**config.mk**
```make
export PLATFORM = sky130hd
export DESIGN_NAME = param_shift_reg_unit
export DESIGN_NICKNAME = d
export VERILOG_FILES = /design/src/rtl/param_shift_reg_unit.sv
export SDC_FILE = /design/constraint.sdc
export NUM_CORES = 1
export LEC_CHECK = 0
export ABC_AREA = 1
export CAP_MARGIN = 20
export CORE_ASPECT_RATIO = 1.25
export CORE_MARGIN = 2
export CORE_UTILIZATION = 54
export CTS_BUF_LIST = sky130_fd_sc_hd__clkbuf_8
export DETAILED_ROUTE_END_ITERATION = 12
export PLACE_DENSITY_LB_ADDON = 0.05
export REMOVE_ABC_BUFFERS = 1
export SYNTH_ARGS = -nofsm -noshare
export SYNTH_HDL_FRONTEND = slang
export SYNTH_SLANG_ARGS = --single-unit
```
**constraint.sdc**
```tcl
create_clock -name Clk -period 2.9 [get_ports Clk]
set_input_delay 0.725 -clock Clk [delete_from_list [all_inputs] [get_ports Clk]]
set_output_delay 0.725 -clock Clk [all_outputs]
set_load 0.005 [all_outputs]
```
**src/rtl/param_shift_reg_unit.sv**
```systemverilog
// WIDTH-bit storage register with parallel load and a multi-cycle shift/rotate engine.
// One 1-bit step per clock under a start/busy/done handshake.
module param_shift_reg_unit #(
  parameter int unsigned WIDTH = 8,
  parameter int unsigned CNT_W = 3
) (
  input  logic             Clk,
  input  logic             synch_reset,
  input  logic [WIDTH-1:0] D,
  input  logic             load,
  input  logic             start,
  input  logic [2:0]       mode,
  input  logic [CNT_W-1:0] amount,
  input  logic             serial_in,
  output logic [WIDTH-1:0] Q,
  output logic             serial_out,
  output logic             busy,
  output logic             done
);

  typedef enum logic [1:0] {StIdle, StShift, StDone} state_t;

  state_t           r_state, w_state_d;
  logic [WIDTH-1:0] r_q, w_q_d, w_step_q;
  logic             r_so, w_so_d, w_step_so;
  logic [CNT_W-1:0] r_rem, w_rem_d;
  logic [2:0]       r_mode, w_mode_d;

  // One step of the latched mode; the departing bit becomes serial_out.
  always_comb begin
    w_step_q  = r_q;
    w_step_so = r_so;
    unique case (r_mode)
      3'b000: begin w_step_q = {r_q[WIDTH-2:0], serial_in};  w_step_so = r_q[WIDTH-1]; end
      3'b001: begin w_step_q = {serial_in, r_q[WIDTH-1:1]};  w_step_so = r_q[0];       end
      3'b010: begin w_step_q = {r_q[WIDTH-2:0], r_q[WIDTH-1]}; w_step_so = r_q[WIDTH-1]; end
      3'b011: begin w_step_q = {r_q[0], r_q[WIDTH-1:1]};     w_step_so = r_q[0];       end
      3'b100: begin w_step_q = {r_q[WIDTH-1], r_q[WIDTH-1:1]}; w_step_so = r_q[0];     end
      3'b101: begin w_step_q = {r_q[WIDTH-2:0], 1'b0};       w_step_so = r_q[WIDTH-1]; end
      3'b110: begin w_step_q = {1'b0, r_q[WIDTH-1:1]};       w_step_so = r_q[0];       end
      default: begin w_step_q = r_q;                         w_step_so = r_so;         end
    endcase
  end

  always_comb begin
    w_state_d = r_state;
    w_q_d     = r_q;
    w_so_d    = r_so;
    w_rem_d   = r_rem;
    w_mode_d  = r_mode;
    unique case (r_state)
      StIdle: begin
        if (load) begin
          w_q_d = D;
        end else if (start) begin
          w_mode_d = mode;
          if (amount == '0) begin
            w_state_d = StDone;
          end else begin
            w_rem_d   = amount;
            w_state_d = StShift;
          end
        end
      end
      StShift: begin
        w_q_d   = w_step_q;
        w_so_d  = w_step_so;
        w_rem_d = r_rem - CNT_W'(1);
        if (r_rem == CNT_W'(1)) w_state_d = StDone;
      end
      StDone:  w_state_d = StIdle;
      default: w_state_d = StIdle;
    endcase
  end

  always_ff @(posedge Clk) begin
    if (synch_reset) begin
      r_state <= StIdle;
      r_q     <= '0;
      r_so    <= 1'b0;
      r_rem   <= '0;
      r_mode  <= '0;
    end else begin
      r_state <= w_state_d;
      r_q     <= w_q_d;
      r_so    <= w_so_d;
      r_rem   <= w_rem_d;
      r_mode  <= w_mode_d;
    end
  end

  assign Q          = r_q;
  assign serial_out = r_so;
  assign busy       = (r_state == StShift);
  assign done       = (r_state == StDone);

endmodule
```
-- Word-level counts from Yosys, hierarchy flattened
Cells that the tools add are included.
- register bits: 17
- output and inout port bits: 11
- word-level logic and storage cells: 51
- add/subtract/negate cells: 1
- eq/ne operators: 17
- multiplexer cells: 13
- bitwise gates (word level): 1
- reductions and logical operators: 13
- operators by type and width (kind ; number):
    $pmux 8 s7 ; 1
    $pmux 8 s2 ; 1
    $ne 2x2->1 const B ; 5
    $eq 3x3->1 const B ; 3
    $mux 3 ; 3
    $reduce_and 3->1 ; 3
    $mux 2 ; 4
    $mux 8 ; 1
    $ne 8x1->1 const B ; 1
    $reduce_and 4->1 ; 2
    $ne 7x1->1 const B ; 1
    $eq 3x1->1 const B ; 2
    $eq 3x2->1 const B ; 2
    $logic_not 3->1 ; 2
    $pmux 3 s2 ; 1
    $pmux 2 s2 ; 1
    $reduce_bool 2->1 ; 2
    $reduce_or 4->1 ; 1
    $reduce_or 3->1 ; 1
    $sub 3x1->3 const B ; 1
    $eq 2x1->1 const B ; 1
    $eq 2x2->1 const B ; 1
    $logic_not 2->1 ; 1
    $ne 2x1->1 const B ; 1
    3 further kinds ; 3

-- Longest topological paths before layout
- depth in word-level cells: 5
- depth in mapped cells: 10
- mapped depth without buffers: 9

-- Worst setup path after synthesis
Ideal clock, no wire load.
- path type: input to register
- start: input port amount[0]
- end: register r_rem[1]
- arrival time: 1336 ps
- slack: 1426 ps
- cell stages on the path: 6
- path buffers: 0
- path through: nor3_1 nor2_2 nor2_2 inv_1 nand2_1 a21oi_1
- cells in the longest elaborated chain, start to end: 3
- ends and longest elaborated chain (item ; line ; RTL):
    from (decl) ; 13 ; input logic [CNT_W-1:0] amount,
    $logic_not 3->1 ; 57 ; if (amount == '0) begin
    $ne 2x2->1 (no source line) ; n/a ;
    $reduce_and 4->1 (no source line) ; n/a ;
    to (signal assigned) ; 87 ; r_rem <= w_rem_d;
    to (decl) ; 26 ; logic [CNT_W-1:0] r_rem, w_rem_d;
Every way passes these cells.
A chain may end at the register's enable or synchronous reset.

-- Worst setup path in the final report
- start: register r_state[0]
- end: output port busy
- cells in the longest elaborated chain, start to end: 1
- ends and longest elaborated chain (item ; line ; RTL):
    from (decl) ; 23 ; state_t r_state, w_state_d;
    from (signal assigned) ; 78 ; r_state <= StIdle;
    from (signal assigned) ; 84 ; r_state <= w_state_d;
    $eq 2x1->1 ; 94 ; assign busy = (r_state == StShift);
    to (decl) ; 17 ; output logic busy,
Every way passes these cells.

==> results.sh <==
export IMPL_status="completed"
export IMPL_finalWirelength_um=2670
export IMPL_clkSinkCount=17
export IMPL_path_delay_family="buffers and inverters"
export IMPL_cts_clk_slew_worst_paths_ns=0.07
export IMPL_worstSkewPairLatency_ns=0.26
export IMPL_rsz0062_at_grt="false"
export IMPL_synthDistinctLibCells=24
export IMPL_ys_warn_count=0
export IMPL_finalClockSkew_ns=0.000951
export IMPL_end_kind="output pin"
export IMPL_cts_tree="yes"
export IMPL_r2r_end="serial_out"
export IMPL_ff_latch_area_um2=340
export IMPL_postSynthCellCount=185
export IMPL_dieArea_um2=2520
export IMPL_slew_headroom_pct=75.6
export IMPL_netlist_area_um2=1150
export IMPL_drc_errors=0
export IMPL_crit_type="flop to output pin"
export IMPL_cts_resized=0
export IMPL_multiInputGateArea_um2=687
export IMPL_die_w_um=45.3
export IMPL_cts_max_level=1
export IMPL_drive_gt1_share_pct=9.43
export IMPL_layout_common_cells="62 x nand2_1, 29 x clkdlybuf4s50_1, 20 x nor2_1"
export IMPL_reg2reg_depth=6
export IMPL_setup_viol=0
export IMPL_grt_pass1_vias=1118
export IMPL_slowest_stage="clkdlybuf4s50_1"
export IMPL_track_usage_pct=24.4
export IMPL_placed_cells=228
export IMPL_nNetsFinal=235
export IMPL_p_leak_uw=0.000660
export IMPL_dpl_hpwl_um=2000
export IMPL_vdd_drop_max_uv=311
export IMPL_startpoint_type="flop"
export IMPL_detail_route_vias_per_cell=5.35
export IMPL_diodes=0
export IMPL_hold_path_class="flop to flop"
export IMPL_postCtsSetupBuffers=0
export IMPL_final_common_cell="nand2_1"
export IMPL_row_count=18
export IMPL_holdCritStartpoint="r_rem[1]"
export IMPL_utilization_pct=73.3
export IMPL_fin_area_um2=1470
export IMPL_clock_path_buffers=2
export IMPL_grt_pass1_wl_um=4690
export IMPL_synth_seq_area_share_pct=29.5
export IMPL_ant_nets=0
export IMPL_power_density_nw_per_um2=451
export IMPL_drv_slew=0
export IMPL_die_y_um=55.7
export IMPL_ios=30
export IMPL_fin_crit_sh_pct=79.7
export IMPL_antenna_found_initial=0
export IMPL_ys_ff_latch=17
export IMPL_start_util_pct=57.5
export IMPL_area_growth_syn_to_layout_pct=27.5
export IMPL_core_area_um2=2000
export IMPL_max_freq_mhz=433
export IMPL_detailed_place_area_um2=1420
export IMPL_path_buf_inv=2
export IMPL_grt_max_degree=25
export IMPL_slowest_delay_ns=0.55
export IMPL_avgSynthCellArea_um2=6.23
export IMPL_wl_per_cell_um=11.5
export IMPL_max_cap_violations=0
export IMPL_cts_root_buf="clkbuf_8"
export IMPL_r2r_start="r_mode[2]"
export IMPL_crit_end="busy"
export IMPL_crit_chain="nand2_4 -> inv_4 -> clkdlybuf4s50_1"
export IMPL_arrival_ns=1.59
export IMPL_cp_max_fo=24
export IMPL_port_buffers=29
export IMPL_regToRegSetupSlack_ns=1.42
export IMPL_finalSetupTns_ns=0
export IMPL_overflow=0
export IMPL_n_fill_cell=181
export IMPL_postCtsHoldBufs=0
export IMPL_worst_pin_slew_ns=0.363
export IMPL_finalCriticalPeriod_ns=2.31
export IMPL_hold_violations=0
export IMPL_path_depth=3
export IMPL_vias=1242
export IMPL_crit_start="r_state[0]"
export IMPL_place_gp_congestion=0.872
export IMPL_drtIter0Drc=21
export IMPL_cp_required_ns=2.17
export IMPL_drt_first_pass_iters=4
export IMPL_numCtsBuffers=3
export IMPL_final_cells=232
[flip-flops by register name, indices dropped and copies added (netlist names)]
register	cells
Q	8
r_rem	3
r_mode	3
serial_out	1
r_state	2
[power breakdown]
group	internal, µW	total (µW)	switching (µW)
registers	256	282	26.9
clock network	94.3	184	89.7
logic	94.1	196	102
total	444	663	219
[cell type report]
class                   instances  area share, %
repair buffers                 30           20.3
clock inverters                 1          0.256
clock buffers                   3           2.81
flip-flops and latches         17           23.2
multi-input cells             142           46.8
well taps                      20           1.70
inverters                      19           5.03
[stage by stage]
stage,hold slack [ns],total power (µW),setup slack (ns)
floorplan,0.438,399,1.44
global placement,0.455,478,0.849
detailed placement,0.467,483,0.813
CTS,0.483,665,0.601
global route,0.506,708,0.520
finish,0.477,663,0.590
[how the worst min path moves through the flow]
stage                to  slack (ns)  depth (start not counted)
2_1_floorplan  r_rem[1]        0.44                          2
3_3_place_gp   r_rem[1]        0.45                          2
3_5_place_dp   r_rem[1]        0.47                          2
4_1_cts        r_rem[1]        0.48                          2
5_1_grt        r_rem[1]        0.51                          2
6_report       r_rem[1]        0.48                          2
[cells in the mapped netlist]
| cell type | count | area [µm²] |
|---|---|---|
| a211oi_1 | 1 | 7.51 |
| a21oi_1 | 13 | 65.1 |
| a21oi_2 | 4 | 35.0 |
| buf_2 | 2 | 10.0 |
| buf_4 | 2 | 15.0 |
| buf_6 | 2 | 22.5 |
| clkbuf_1 | 1 | 3.75 |
| dfxtp_1 | 17 | 340 |
| ha_1 | 3 | 37.5 |
| inv_1 | 16 | 60.1 |
| inv_2 | 2 | 7.51 |
| inv_4 | 1 | 6.26 |
| nand2_1 | 62 | 233 |
| nand2_2 | 2 | 12.5 |
| nand2_4 | 1 | 11.3 |
| nand3_1 | 15 | 75.1 |
| nand3b_4 | 1 | 20.0 |
| nand4_1 | 1 | 6.26 |
| nor2_1 | 20 | 75.1 |
| nor2_2 | 4 | 25.0 |
| nor2_4 | 1 | 11.3 |
| nor3_1 | 2 | 10.0 |
| o211ai_1 | 1 | 7.51 |
| o21ai_0 | 11 | 55.1 |
[worst register-to-register path, stage by stage, from the launching register on]
cell	delay, ns
dfxtp_1	0.54
inv_2	0.13
ha_1	0.33
nor2_1	0.05
a21oi_1	0.17
o21ai_0	0.09
a21oi_1	0.11
[kinds of logic after synthesis]
logic type / synth area share (%)
DFF: 29.5
buffers and inverters: 10.9
and+or+nand+nor: 41.6
adders and majority gates: 3.26
AOI/OAI and AO/OA: 14.8
[layer usage]
layer / track usage, % / routed length [µm] / vias up
li1: - / - / 641
met1: 27.8 / 1140 / 557
met2: 42.2 / 1360 / 40
met3: 2.60 / 140 / 4
met4: 12.6 / 36 / 0
met5: 0 / 0 / -
Note: power is estimated with default switching activity, not from simulation.
